$ cat config.mk
export PLATFORM = sky130hd
export DESIGN_NAME = axi_write_channel_upsizer
export DESIGN_NICKNAME = d
export VERILOG_FILES = /design/src/rtl/axi_width_pkg.sv /design/src/rtl/axi_write_channel_reg.sv /design/src/rtl/axi_write_channel_upsizer.sv
export SDC_FILE = /design/constraint.sdc
export NUM_CORES = 1
export LEC_CHECK = 0
export ABC_CLOCK_PERIOD_IN_PS = 12470
export CAP_MARGIN = 20
export CORE_ASPECT_RATIO = 2
export CORE_MARGIN = 8
export CORE_UTILIZATION = 54
export DETAILED_ROUTE_END_ITERATION = 12
export PLACE_DENSITY = 0.8
export SYNTH_ARGS = -nofsm -noshare
export SYNTH_HDL_FRONTEND = slang
export SYNTH_SLANG_ARGS = --single-unit
$ cat constraint.sdc
create_clock -name clock -period 12.47 [get_ports clock]
set_input_delay 1.8705 -clock clock [delete_from_list [all_inputs] [get_ports clock]]
set_output_delay 1.8705 -clock clock [all_outputs]
set_load 0.03 [all_outputs]
$ cat src/rtl/axi_width_pkg.sv
// ---------------------------------------------------------------------------
// axi_width_pkg
// Shared helpers for the AXI W-channel width converters.
//   lane_width() : bits needed to index RATIO lanes (never less than 1)
//   is_pow2()    : power-of-two test
//   params_ok()  : legal parameter set for an upsizer, used at elaboration
// ---------------------------------------------------------------------------
package axi_width_pkg;

  function automatic int lane_width(input int ratio);
    return (ratio <= 1) ? 1 : $clog2(ratio);
  endfunction

  function automatic bit is_pow2(input int v);
    return (v > 0) && ((v & (v - 1)) == 0);
  endfunction

  function automatic bit params_ok(input int in_width, input int ratio, input int user_width);
    return (in_width > 0) && ((in_width % 8) == 0) &&
           is_pow2(ratio) && (ratio <= 16) && (user_width >= 1);
  endfunction

endpackage

$ cat src/rtl/axi_write_channel_reg.sv
// ---------------------------------------------------------------------------
// axi_write_channel_reg
// Single-entry output register for a W channel. Loads a beat on load_i,
// holds it while the downstream stalls and drains it on ready_i.
//   clock, reset        : clock, asynchronous active-high reset
//   load_i              : capture data_i/strb_i/last_i/user_i this edge
//   ready_i             : downstream ready
//   ready_o             : slot free or draining this cycle
//   valid_o, data_o ... : registered beat towards the downstream
// ---------------------------------------------------------------------------
module axi_write_channel_reg #(
  parameter int DATA_W = 128,
  parameter int STRB_W = 16,
  parameter int USER_W = 1
) (
  input  logic              clock,
  input  logic              reset,
  input  logic              load_i,
  input  logic [DATA_W-1:0] data_i,
  input  logic [STRB_W-1:0] strb_i,
  input  logic              last_i,
  input  logic [USER_W-1:0] user_i,
  input  logic              ready_i,
  output logic              ready_o,
  output logic              valid_o,
  output logic [DATA_W-1:0] data_o,
  output logic [STRB_W-1:0] strb_o,
  output logic              last_o,
  output logic [USER_W-1:0] user_o
);

  logic              valid_q, valid_d;
  logic [DATA_W-1:0] data_q, data_d;
  logic [STRB_W-1:0] strb_q, strb_d;
  logic              last_q, last_d;
  logic [USER_W-1:0] user_q, user_d;

  // Depends only on register state and downstream ready, never on upstream inputs.
  assign ready_o = !valid_q || ready_i;

  always_comb begin
    valid_d = valid_q;
    data_d  = data_q;
    strb_d  = strb_q;
    last_d  = last_q;
    user_d  = user_q;
    if (load_i) begin
      // A load is only issued when ready_o is high, so reloading while
      // draining gives back-to-back beats with no bubble.
      valid_d = 1'b1;
      data_d  = data_i;
      strb_d  = strb_i;
      last_d  = last_i;
      user_d  = user_i;
    end else if (ready_i) begin
      valid_d = 1'b0;
    end
  end

  always_ff @(posedge clock or posedge reset) begin
    if (reset) begin
      valid_q <= 1'b0;
      data_q  <= '0;
      strb_q  <= '0;
      last_q  <= 1'b0;
      user_q  <= '0;
    end else begin
      valid_q <= valid_d;
      data_q  <= data_d;
      strb_q  <= strb_d;
      last_q  <= last_d;
      user_q  <= user_d;
    end
  end

  assign valid_o = valid_q;
  assign data_o  = data_q;
  assign strb_o  = strb_q;
  assign last_o  = last_q;
  assign user_o  = user_q;

endmodule

$ cat src/rtl/axi_write_channel_upsizer.sv
// ---------------------------------------------------------------------------
// axi_write_channel_upsizer
// Packs RATIO narrow W beats into one wide W beat. The first beat of a burst
// lands in lane s_start_lane; a burst closes its wide word early on wlast,
// leaving the unwritten lanes with zero data and zero strobe.
//   clock, reset                      : clock, asynchronous active-high reset
//   s_wdata/wstrb/wlast/wuser/wvalid  : narrow W input, s_wready back
//   s_start_lane                      : lane of the first beat of a burst
//   m_wdata/wstrb/wlast/wuser/wvalid  : wide W output, m_wready in
// ---------------------------------------------------------------------------
module axi_write_channel_upsizer
  import axi_width_pkg::*;
#(
  parameter int IN_WIDTH   = 32,
  parameter int RATIO      = 4,
  parameter int USER_WIDTH = 1
) (
  input  logic                              clock,
  input  logic                              reset,
  input  logic [IN_WIDTH-1:0]               s_wdata,
  input  logic [IN_WIDTH/8-1:0]             s_wstrb,
  input  logic                              s_wlast,
  input  logic [USER_WIDTH-1:0]             s_wuser,
  input  logic                              s_wvalid,
  output logic                              s_wready,
  input  logic [lane_width(RATIO)-1:0]      s_start_lane,
  output logic [IN_WIDTH*RATIO-1:0]         m_wdata,
  output logic [IN_WIDTH*RATIO/8-1:0]       m_wstrb,
  output logic                              m_wlast,
  output logic [USER_WIDTH-1:0]             m_wuser,
  output logic                              m_wvalid,
  input  logic                              m_wready
);

  localparam int LANE_W    = lane_width(RATIO);
  localparam int OUT_WIDTH = IN_WIDTH * RATIO;
  localparam int IN_STRB   = IN_WIDTH / 8;
  localparam int OUT_STRB  = OUT_WIDTH / 8;
  localparam logic [LANE_W-1:0] LAST_LANE = LANE_W'(RATIO - 1);

  if (!params_ok(IN_WIDTH, RATIO, USER_WIDTH)) begin : g_param_check
    $error("axi_write_channel_upsizer: illegal IN_WIDTH/RATIO/USER_WIDTH");
  end

  logic [OUT_WIDTH-1:0] acc_data_q, acc_data_d;
  logic [OUT_STRB-1:0]  acc_strb_q, acc_strb_d;
  logic [LANE_W-1:0]    lane_q, lane_d;
  logic                 first_beat_q, first_beat_d;

  logic [LANE_W-1:0]    cur_lane;
  logic [OUT_WIDTH-1:0] merged_data;
  logic [OUT_STRB-1:0]  merged_strb;
  logic                 accept;
  logic                 complete;

  assign accept = s_wvalid && s_wready;

  // With a single lane the start lane carries no information, so pin it to 0.
  assign cur_lane = (RATIO == 1) ? '0 : (first_beat_q ? s_start_lane : lane_q);

  assign complete = accept && (s_wlast || (cur_lane == LAST_LANE));

  // Accumulator with the current beat overlaid on its lane.
  for (genvar gi = 0; gi < RATIO; gi++) begin : g_lane
    logic hit;
    assign hit = accept && (cur_lane == LANE_W'(gi));
    assign merged_data[gi*IN_WIDTH +: IN_WIDTH] =
      hit ? s_wdata : acc_data_q[gi*IN_WIDTH +: IN_WIDTH];
    assign merged_strb[gi*IN_STRB +: IN_STRB] =
      hit ? s_wstrb : acc_strb_q[gi*IN_STRB +: IN_STRB];
  end

  always_comb begin
    acc_data_d   = acc_data_q;
    acc_strb_d   = acc_strb_q;
    lane_d       = lane_q;
    first_beat_d = first_beat_q;
    if (complete) begin
      // The merged word goes straight to the output register; start clean.
      // After wlast the next beat is a new burst and re-samples s_start_lane.
      acc_data_d   = '0;
      acc_strb_d   = '0;
      lane_d       = '0;
      first_beat_d = s_wlast;
    end else if (accept) begin
      acc_data_d   = merged_data;
      acc_strb_d   = merged_strb;
      lane_d       = cur_lane + LANE_W'(1);
      first_beat_d = 1'b0;
    end
  end

  always_ff @(posedge clock or posedge reset) begin
    if (reset) begin
      acc_data_q   <= '0;
      acc_strb_q   <= '0;
      lane_q       <= '0;
      first_beat_q <= 1'b1;
    end else begin
      acc_data_q   <= acc_data_d;
      acc_strb_q   <= acc_strb_d;
      lane_q       <= lane_d;
      first_beat_q <= first_beat_d;
    end
  end

  axi_write_channel_reg #(
    .DATA_W (OUT_WIDTH),
    .STRB_W (OUT_STRB),
    .USER_W (USER_WIDTH)
  ) u_out_reg (
    .clock   (clock),
    .reset   (reset),
    .load_i  (complete),
    .data_i  (merged_data),
    .strb_i  (merged_strb),
    .last_i  (s_wlast),
    .user_i  (s_wuser),
    .ready_i (m_wready),
    .ready_o (s_wready),
    .valid_o (m_wvalid),
    .data_o  (m_wdata),
    .strb_o  (m_wstrb),
    .last_o  (m_wlast),
    .user_o  (m_wuser)
  );

endmodule

==> reports/results.ini, run 1 <==
[status]
status=finished clean

[global_route]
grt_pass1_wl_um=49500
grt_max_degree=140
grt_antenna_before_repair=1
grt_usage_pct=22.6
grt_pass1_vias=8567
overflow=0

[critical_path]
crit_type=input pin to output pin
crit_path_frequent_cell=clkdlybuf4s50_1
endpoint=s_wready
worstSetupStartpointType=input pin
reg2reg_depth=7
r2r_slack_ps=8480
setup.worst_path.start=m_wready
crit_required_ps=10600
slowest_stage=clkdlybuf4s50_1
timing.rr.end=u_out_reg.data_o[38]$_DFFE_PP0P_
worstPathCellList=clkdlybuf4s50_1 > nand2b_1 > buf_4 > clkdlybuf4s50_1
max_stage_delay_ps=770
reg2reg_from=first_beat_q$_DFFE_PP1P_
arrival_ps=3520
cp-end-kind=output pin
cp_max_fo=22

[yosys]
ys.warnings.count=0
ys_types=32
synth-async-reset-ratio_pct=100
postSynthAreaPerCell_um2=14.5
synth-edff-count=0
synth_fp_nets=894
syn_inst=846
ys.flop_type=dfrtp_1
seq_area_frac_synth_pct=59.9
ys_seq_elements=294
synthesis.area_um2=12300

[place]
dp_hpwl_um=20200
gp_routability_congestion=0.781
io_buffer_count=191

[floorplanning]
core-area_um2=22500
die_h_um=229
core.rowCount=78
dieArea_um2=28100
initial_core_util_pct=54.5
io_pins=192
die_w_um=123

[sta]
period_share_pct=43.2
setup-violations-final=0
fin_crit_ps=5390
slew_viol_final=0
tns_ps=0
hold_violations=0
tightest_slew_ps=983
rsz0062_at_grt=false
whs_ps=484
finalClockSkew_ps=9.65
relSlewSlack_pct=34.5
fmax_mhz=186

[pwr]
switchingPower_mw=1.06
p_total_mw=3.14
vdd_drop_max_uv=150
swShare_pct=33.9
p_int_mw=2.08
leakage_nw=6.90
pwr-share-clk_pct=23.9
power_density_nw_per_um2=207
seq_power_share_pct=40.8
comb_power_share_pct=35.3

[min_path]
holdCritPathClass=register to register

[final_layout]
regArea_um2=7360
area_delta_synth_final_pct=23.3
fillCellCount=1621
postLayoutCoreUtil_pct=67.2
nets=1054
multi_input_area_um2=4550
layout_commonest_cell=dfrtp_1
final_cell_mix=dfrtp_1, mux2_2, clkdlybuf4s50_1, a22o_1
drive_gt1_share_pct=28.4

[detailed_routing]
drt_iter0_drc=520
vias=7958
drt_first_pass_iters=4
drc_errors=0
wirelength_um=31300
antenna_left=0
wl_per_cell_um=24.0
vias_per_cell=6.11

[clock_network]
htreeDepth=1
clock_latency_ps=530
holdBufCountCts=0
clock_sinks=294
post-cts-setup-buffers=0
cts-buffers-inserted=25
cts_root_buffer=clkbuf_16
cts_tree=yes
clock_path_buffers=3
post_cts_resized=0
clk_pin_slew_worst_paths_ps=60

[job]
drv_cap=0

[per-layer routing]
metal	GRT usage (%)	up-vias	share of wire (%)
met1	27.2	4165	38
met2	38.6	253	53
met5	0	-	0
li1	-	3476	-
met4	10.8	0	4.2
met3	3.18	64	5.1
[synth_stat cells (all sizes together) (3+ instances only)]
| master | n | area (um2) |
|---|---|---|
| dfrtp | 293 | 7330 |
| mux2 | 218 | 2450 |
| a22o | 109 | 955 |
| buf | 57 | 329 |
| and2 | 29 | 181 |
| o2bb2ai | 29 | 254 |
| a22oi | 28 | 210 |
| clkbuf | 14 | 52.6 |
| inv | 12 | 45.0 |
| a21oi | 8 | 40.0 |
| a41oi | 8 | 70.1 |
| nor3 | 8 | 40.0 |
| o221a | 8 | 90.1 |
| ha | 4 | 50.1 |
| and4 | 3 | 26.3 |
| nand2 | 3 | 11.3 |
| nand3 | 3 | 20.0 |
| o211ai | 3 | 46.3 |
[per-stage QoR]
step,setup WS [ps],cell area (um2),std cells
5_1_grt,6990,15200,1303
6_report,7080,15200,1303
3_3_place_gp,6760,14300,1255
4_1_cts,7090,15100,1299
3_5_place_dp,6690,14300,1256
2_1_floorplan,2480,12300,846
[sequential cells by signal (all words and copies together), names as in the netlist]
signal,count
acc_data_q,128
u_out_reg.data_o,128
acc_strb_q,16
u_out_reg.strb_o,16
lane_q,2
first_beat_q,1
u_out_reg.last_o,1
u_out_reg.user_o,1
u_out_reg.valid_o,1
[critical path, delay by kind of cell]
kind	cells	cell delay [ps]
buffers and inverters	3	1530
AND/OR/NAND/NOR	1	100
[cell families (layout without fill, tap and decap cells)]
logic type	count (synthesis)	in the layout	synth area share [%]
flops	294	294	59.9
mux	219	219	20.1
compound gates	195	195	13.7
buf+inv	83	259	3.47
simple gates	51	51	2.51
fa+ha+maj	4	4	0.407
other cells	0	1	0
[power groups by stage]
| stage | combinational, mW | clock (mW) | sequential [mW] |
|---|---|---|---|
| floorplan | 0.391 | 0 | 1.55 |
| global placement | 1.09 | 0 | 1.29 |
| detailed placement | 1.11 | 0 | 1.30 |
| CTS | 1.12 | 0.763 | 1.28 |
| global route | 1.17 | 0.796 | 1.30 |
| finish | 1.11 | 0.749 | 1.28 |
[worst min-delay path by stage]
stage                                      from                     endpoint  slack, ps  cells after the start
finish              acc_data_q[110]$_DFFE_PP0P_  acc_data_q[110]$_DFFE_PP0P_        480                      1
global placement    acc_data_q[109]$_DFFE_PP0P_  acc_data_q[109]$_DFFE_PP0P_        470                      1
global route        acc_data_q[114]$_DFFE_PP0P_  acc_data_q[114]$_DFFE_PP0P_        510                      1
CTS                 acc_data_q[108]$_DFFE_PP0P_  acc_data_q[108]$_DFFE_PP0P_        490                      1
floorplan           acc_data_q[102]$_DFFE_PP0P_  acc_data_q[102]$_DFFE_PP0P_        450                      1
detailed placement  acc_data_q[121]$_DFFE_PP0P_  acc_data_q[121]$_DFFE_PP0P_        470                      1
[final cells by class]
| type | count | area share, % |
|---|---|---|
| clock buffer | 34 | 4.55 |
| clock inverter | 9 | 0.520 |
| tap | 280 | 2.31 |
| inverter | 12 | 0.347 |
| timing repair buffer | 204 | 13.7 |
| antenna | 1 | 0.0165 |
| sequential | 294 | 48.6 |
| multi-input combinational | 469 | 30.0 |
Note: power is estimated with default switching activity, not from simulation.
==> run 2, diff against run 1 <==
--- a/config.mk
+++ b/config.mk
@@ -5,7 +5,7 @@
 export SDC_FILE = /design/constraint.sdc
 export NUM_CORES = 1
 export LEC_CHECK = 0
-export ABC_CLOCK_PERIOD_IN_PS = 12470
+export ABC_CLOCK_PERIOD_IN_PS = 5600
 export CAP_MARGIN = 20
 export CORE_ASPECT_RATIO = 2
 export CORE_MARGIN = 8
==> constraint.sdc (replaced) <==
create_clock -name clock -period 5.6 [get_ports clock]
set_input_delay 0.84 -clock clock [delete_from_list [all_inputs] [get_ports clock]]
set_output_delay 0.84 -clock clock [all_outputs]
set_load 0.03 [all_outputs]
==> run 2 against run 1 <==
Final area increased by 0.21%. Non-clock buffer count increased by 2. Clock-buffer cell count increased by 5. Clock power increased by 130%. Worst setup slack got worse by 5100 ps. Hold slack improved by 5.3 ps. Routed wire length increased by 1.6%. Critical path depth increased by 4. Total power increased by 130%. Clock skew decreased by 2.8 ps. Critical path type is now input pin to register. Critical endpoint is now u_out_reg.data_o[15]$_DFFE_PP0P_. Largest cell class unchanged. Largest power group unchanged.
==> reports/results.ini, run 2 (synthesis results as in run 1) <==
[final_layout]
fillCellCount=1601  ; -1.2%
layout_commonest_cell=dfrtp_1
final_cell_mix=dfrtp_1, mux2_2, clkdlybuf4s50_1, a22o_1
area_delta_synth_final_pct=23.6
finalNonFillerCells=1305  ; +0.15%
final_area_um2=15200  ; +0.21%
drive_gt1_share_pct=28.2  ; -0.18 points
antennaDiodeCount=0  ; -1
nets=1056  ; +0.19%

[detailed_routing]
vias_per_cell=6.06  ; -0.76%
wirelength_um=31800  ; +1.6%
vias=7910  ; -0.60%
antenna_left=0  ; unchanged
drc_errors=0  ; unchanged
drt_first_pass_iters=4  ; unchanged
wl_per_cell_um=24.4  ; +1.4%
drt_iter0_drc=548  ; +5.4%

[place]
dp_hpwl_um=20100  ; -0.43%
place_ws_ps=1450  ; -5240 ps
io_buffer_count=191  ; unchanged
place_area_um2=14400  ; +0.41%
place_inst=1260  ; +0.32%
gp_routability_congestion=0.794  ; +1.7%

[sta]
setup-violations-final=0  ; unchanged
tightest_slew_ps=1090  ; +104 ps
fin_crit_ps=3620
rsz0062_at_grt=false
finalClockSkew_ps=6.84  ; -2.81 ps
relSlewSlack_pct=27.5  ; -6.9 points
slew_viol_final=0  ; unchanged
tns_ps=0  ; unchanged
hold_violations=0  ; unchanged
fmax_mhz=276
period_share_pct=64.7
fin_ws_ps=1980  ; -5100 ps

[global_route]
grt_antenna_before_repair=0  ; -1
grt_pass1_vias=8604  ; +0.43%
grt_pass1_wl_um=50000  ; +0.95%
grt_usage_pct=22.8  ; +0.19 points
grt_max_degree=142  ; +1.4%
overflow=0  ; unchanged

[critical_path]
reg2reg_from=first_beat_q$_DFFE_PP1P_
cp-end-kind=register
worstPathCellList=clkdlybuf4s50_1 > mux2i_1 > inv_1 > ha_2 > or2_1 > nand3_4 > buf_4 > mux2_2
crit_type=input pin to register
slowest_stage=buf_4
cp_max_fo=74  ; +240%
setup.worst_path.start=s_start_lane[0]
timing.rr.end=u_out_reg.data_o[15]$_DFFE_PP0P_
critical-path-top-delay-family=buffers and inverters
r2r_slack_ps=2120  ; -6360 ps
cp.depth=8  ; +4
endpoint=u_out_reg.data_o[15]$_DFFE_PP0P_
max_stage_delay_ps=690  ; -80 ps
path_buf_inv=3  ; unchanged
crit_required_ps=6000  ; -4600 ps
worstSetupStartpointType=input pin
reg2reg_depth=7  ; unchanged
arrival_ps=4020  ; +500 ps

[floorplanning]
dieArea_um2=28100  ; unchanged
initial_core_util_pct=54.5  ; unchanged
die_h_um=229  ; unchanged
core-area_um2=22500  ; unchanged
die_w_um=123  ; unchanged
core.rowCount=78  ; unchanged
io_pins=192  ; unchanged

[min_path]
holdCritPathClass=register to register

[status]
status=finished clean

[job]
drv_cap=0  ; unchanged

[clock_network]
cts_tree=yes
clock_sinks=294  ; unchanged
post_cts_resized=0  ; unchanged
clock_path_buffers=3  ; unchanged
clk_pin_slew_worst_paths_ps=70  ; about the same
clock_latency_ps=520  ; about the same
htreeDepth=1  ; unchanged
cts_root_buffer=clkbuf_16
post-cts-setup-buffers=0  ; unchanged
cts-buffers-inserted=25  ; unchanged
holdBufCountCts=0  ; unchanged

[pwr]
power_density_nw_per_um2=466  ; +120%
leakage_nw=6.92  ; +0.31%
vdd_drop_max_uv=329  ; +120%

[run 2: stage by stage]
| stage | hold WS (ps) | util, % | power, mW |
|---|---|---|---|
| after floorplan | 454 | - | 4.33 |
| after global placement | 469 | 63.6 | 5.33 |
| after detailed placement | 472 | 63.7 | 5.37 |
| after CTS | 489 | 67.3 | 7.13 |
| after global routing | 506 | 67.4 | 7.35 |
| final | 490 | 67.4 | 7.07 |
[run 2: layout make-up]
class,count,area [um2],share of cell area (%)
Clock inverter,5,81.3,0.536
Multi-Input combinational cell,469,4550,29.9
Tap cell,280,350,2.31
Timing Repair Buffer,206,2080,13.7
Clock buffer,39,718,4.73
Inverter,12,48.8,0.321
Sequential cell,294,7360,48.5
[run 2: worst min-delay path by stage]
stage	startpoint	end	slack (ps)	cells after the start
3_3_place_gp	acc_data_q[123]$_DFFE_PP0P_	acc_data_q[123]$_DFFE_PP0P_	470	1
2_1_floorplan	acc_data_q[102]$_DFFE_PP0P_	acc_data_q[102]$_DFFE_PP0P_	450	1
6_report	acc_data_q[118]$_DFFE_PP0P_	acc_data_q[118]$_DFFE_PP0P_	490	1
5_1_grt	acc_data_q[45]$_DFFE_PP0P_	acc_data_q[45]$_DFFE_PP0P_	510	1
4_1_cts	acc_data_q[109]$_DFFE_PP0P_	acc_data_q[109]$_DFFE_PP0P_	490	1
3_5_place_dp	acc_data_q[118]$_DFFE_PP0P_	acc_data_q[118]$_DFFE_PP0P_	470	1
[run 2: per-layer routing]
layer	part of all wire, %	vias to the layer above	GRT usage, %
met3	5.3	67	2.91
met2	51	247	37.8
met1	39	4120	28.5
li1	-	3476	-
met5	0	-	0
met4	4.8	0	11.3
[run 2: report_power, final]
group	internal (mW)	switching (mW)	leakage [nW]
sequential	2.57	0.285	3.94
combinational	1.14	1.34	2.59
clock	0.975	0.771	0.391
==> run 3, diff against run 2 <==
--- a/config.mk
+++ b/config.mk
@@ -5,7 +5,7 @@
 export SDC_FILE = /design/constraint.sdc
 export NUM_CORES = 1
 export LEC_CHECK = 0
-export ABC_CLOCK_PERIOD_IN_PS = 5600
+export ABC_CLOCK_PERIOD_IN_PS = 3390
 export CAP_MARGIN = 20
 export CORE_ASPECT_RATIO = 2
 export CORE_MARGIN = 8
==> constraint.sdc (replaced) <==
create_clock -name clock -period 3.39 [get_ports clock]
set_input_delay 0.5085 -clock clock [delete_from_list [all_inputs] [get_ports clock]]
set_output_delay 0.5085 -clock clock [all_outputs]
set_load 0.03 [all_outputs]
==> run 3 against run 2 <==
Hold slack worse by 89 ps. Sequential share of layout area shrank 0.90 points. Highest routed layer unchanged. Clock-buffer cell count shrank 5. Total power increased by 67%. Largest cell class unchanged.
==> reports/results.ini, run 3 (synthesis results as in run 1) <==
[critical_path]
worstPathCellList=mux2i_1 > inv_1 > ha_2 > or2_1 > buf_4 > o211ai_4 > buf_4 > a22o_1
crit_required_ps=3860  ; -2140 ps
r2r_slack_ps=820  ; -1300 ps
crit_type=register to register
critical-path-top-delay-family=buffers and inverters
timing.rr.end=acc_data_q[13]$_DFFE_PP0P_
reg2reg_depth=8  ; +1
max_stage_delay_ps=570  ; -120 ps
crit_path_frequent_cell=buf_4
setup.worst_path.start=first_beat_q$_DFFE_PP1P_
cp_max_fo=26  ; -65%
worstSetupStartpointType=register
path_buf_inv=3  ; unchanged
arrival_ps=3040  ; -980 ps
reg2reg_from=first_beat_q$_DFFE_PP1P_
cp-end-kind=register
slowest_stage=dfstp_2

[detailed_routing]
drc_errors=0  ; unchanged
wl_met3_um=1480  ; -12%
drt_iter0_drc=581  ; +6.0%
vias_per_cell=6.06  ; about the same
m1WireLength_um=12600  ; +1.1%
drt_first_pass_iters=4  ; unchanged
wl_met2_um=17100  ; +6.1%
vias=8067  ; +2.0%
top_layer=met4
antenna_left=0  ; unchanged
wirelength_um=32200  ; +1.4%
wl_per_cell_um=24.2  ; -0.64%

[clock_network]
post-cts-setup-buffers=0  ; unchanged
clock_latency_ps=540  ; +20 ps
clock_sinks=294  ; unchanged
post_cts_resized=0  ; unchanged
htreeDepth=1  ; unchanged
cts_root_buffer=clkbuf_16
clock_path_buffers=3  ; unchanged
clk_pin_slew_worst_paths_ps=70  ; about the same
holdBufCountCts=0  ; unchanged
cts_tree=yes
cts-buffers-inserted=26  ; +4.0%

[sta]
fmax_mhz=388
finalClockSkew_ps=11.3  ; +4.51 ps
slew_viol_final=0  ; unchanged
fin_crit_ps=2570
setup-violations-final=0  ; unchanged
rsz0062_at_grt=false
whs_ps=401  ; -88.6 ps
relSlewSlack_pct=59.0  ; +31 points
period_share_pct=75.9
hold_violations=0  ; unchanged
tightest_slew_ps=614  ; -473 ps

[floorplanning]
core-area_um2=22500  ; unchanged
io_pins=192  ; unchanged
die_w_um=123  ; unchanged
dieArea_um2=28100  ; unchanged
core.rowCount=78  ; unchanged
initial_core_util_pct=54.5  ; unchanged
die_h_um=229  ; unchanged

[final_layout]
antennaDiodeCount=0  ; unchanged
nets=1080  ; +2.3%
area_delta_synth_final_pct=25.9
postLayoutCoreUtil_pct=68.6  ; +1.3 points
layout_commonest_cell=dfrtp_1
drive_gt1_share_pct=30.7  ; +2.5 points
fillCellCount=1566  ; -2.2%
final_cell_mix=dfrtp_1, mux2_2, clkdlybuf4s50_1, a22o_1, buf_4

[pwr]
p_total_mw=11.8  ; +67%
leakage_nw=7.08  ; +2.3%
power_density_nw_per_um2=766  ; +64%
vdd_drop_max_uv=617  ; +88%

[global_route]
grt_usage_pct=23.4  ; +0.59 points
grt_pass1_vias=8759  ; +1.8%
grt_antenna_before_repair=0  ; unchanged
overflow=0  ; unchanged
grt_max_degree=87  ; -39%
grt_pass1_wl_um=51100  ; +2.2%

[min_path]
holdCritPathClass=input pin to async pin

[place]
io_buffer_count=191  ; unchanged
gp_routability_congestion=0.801  ; +0.83%
dp_hpwl_um=21400  ; +6.3%

[job]
drv_cap=0  ; unchanged

[status]
status=finished clean

[run 3: cell count changes in the layout (fill, tap and decap cells not counted), moves of 4 or more]
cell / delta
buf_4: +19
clkbuf_1: -7
buf_12: +5
clkinv_4: +4
[run 3: report_power, final]
| group | total, mW | switching, mW | internal (mW) | leakage (nW) |
|---|---|---|---|---|
| clock network | 3.00 | 1.35 | 1.65 | 0.427 |
| logic | 4.12 | 2.19 | 1.93 | 2.72 |
| registers | 4.73 | 0.492 | 4.24 | 3.94 |
[run 3: worst register-to-register path: stages, from the launching register on]
cell	delay [ps]
dfstp_2	570
mux2i_1	370
inv_1	130
ha_2	210
or2_1	270
buf_4	220
o211ai_4	170
buf_4	360
a22o_1	210
[run 3: how the worst max path moves through the flow]
stage,end,depth (start not counted)
2_1_floorplan,acc_data_q[0]$_DFFE_PP0P_,1
3_3_place_gp,u_out_reg.data_o[100]$_DFFE_PP0P_,8
3_5_place_dp,u_out_reg.strb_o[15]$_DFFE_PP0P_,8
4_1_cts,acc_data_q[52]$_DFFE_PP0P_,8
5_1_grt,acc_data_q[13]$_DFFE_PP0P_,8
6_report,acc_data_q[13]$_DFFE_PP0P_,8
[run 3: cell type report]
type	count	area, um2	share of cell area [%]
repair buffers	229	2300	14.8
inverters	12	48.8	0.315
clock inverters	14	129	0.833
flip-flops and latches	294	7360	47.6
well taps	280	350	2.26
clock buffers	34	742	4.80
multi-input cells	469	4550	29.4
[run 3: metal layers]
layer / up-vias / track usage, %
met5: - / 0
li1: 3542 / -
met1: 4220 / 28.4
met4: 0 / 9.08
met2: 257 / 40.7
met3: 48 / 3.20
[run 3: stage by stage]
step                      std cells  worst slack (ps)  setup TNS [ps]  cell area, um2
after global placement         1284               554               0           14600
final                          1332               815               0           15500
after detailed placement       1284               516               0           14600
after global routing           1332               709               0           15500
after floorplan                 846             -1020         -299100           12300
after CTS                      1332               821               0           15500
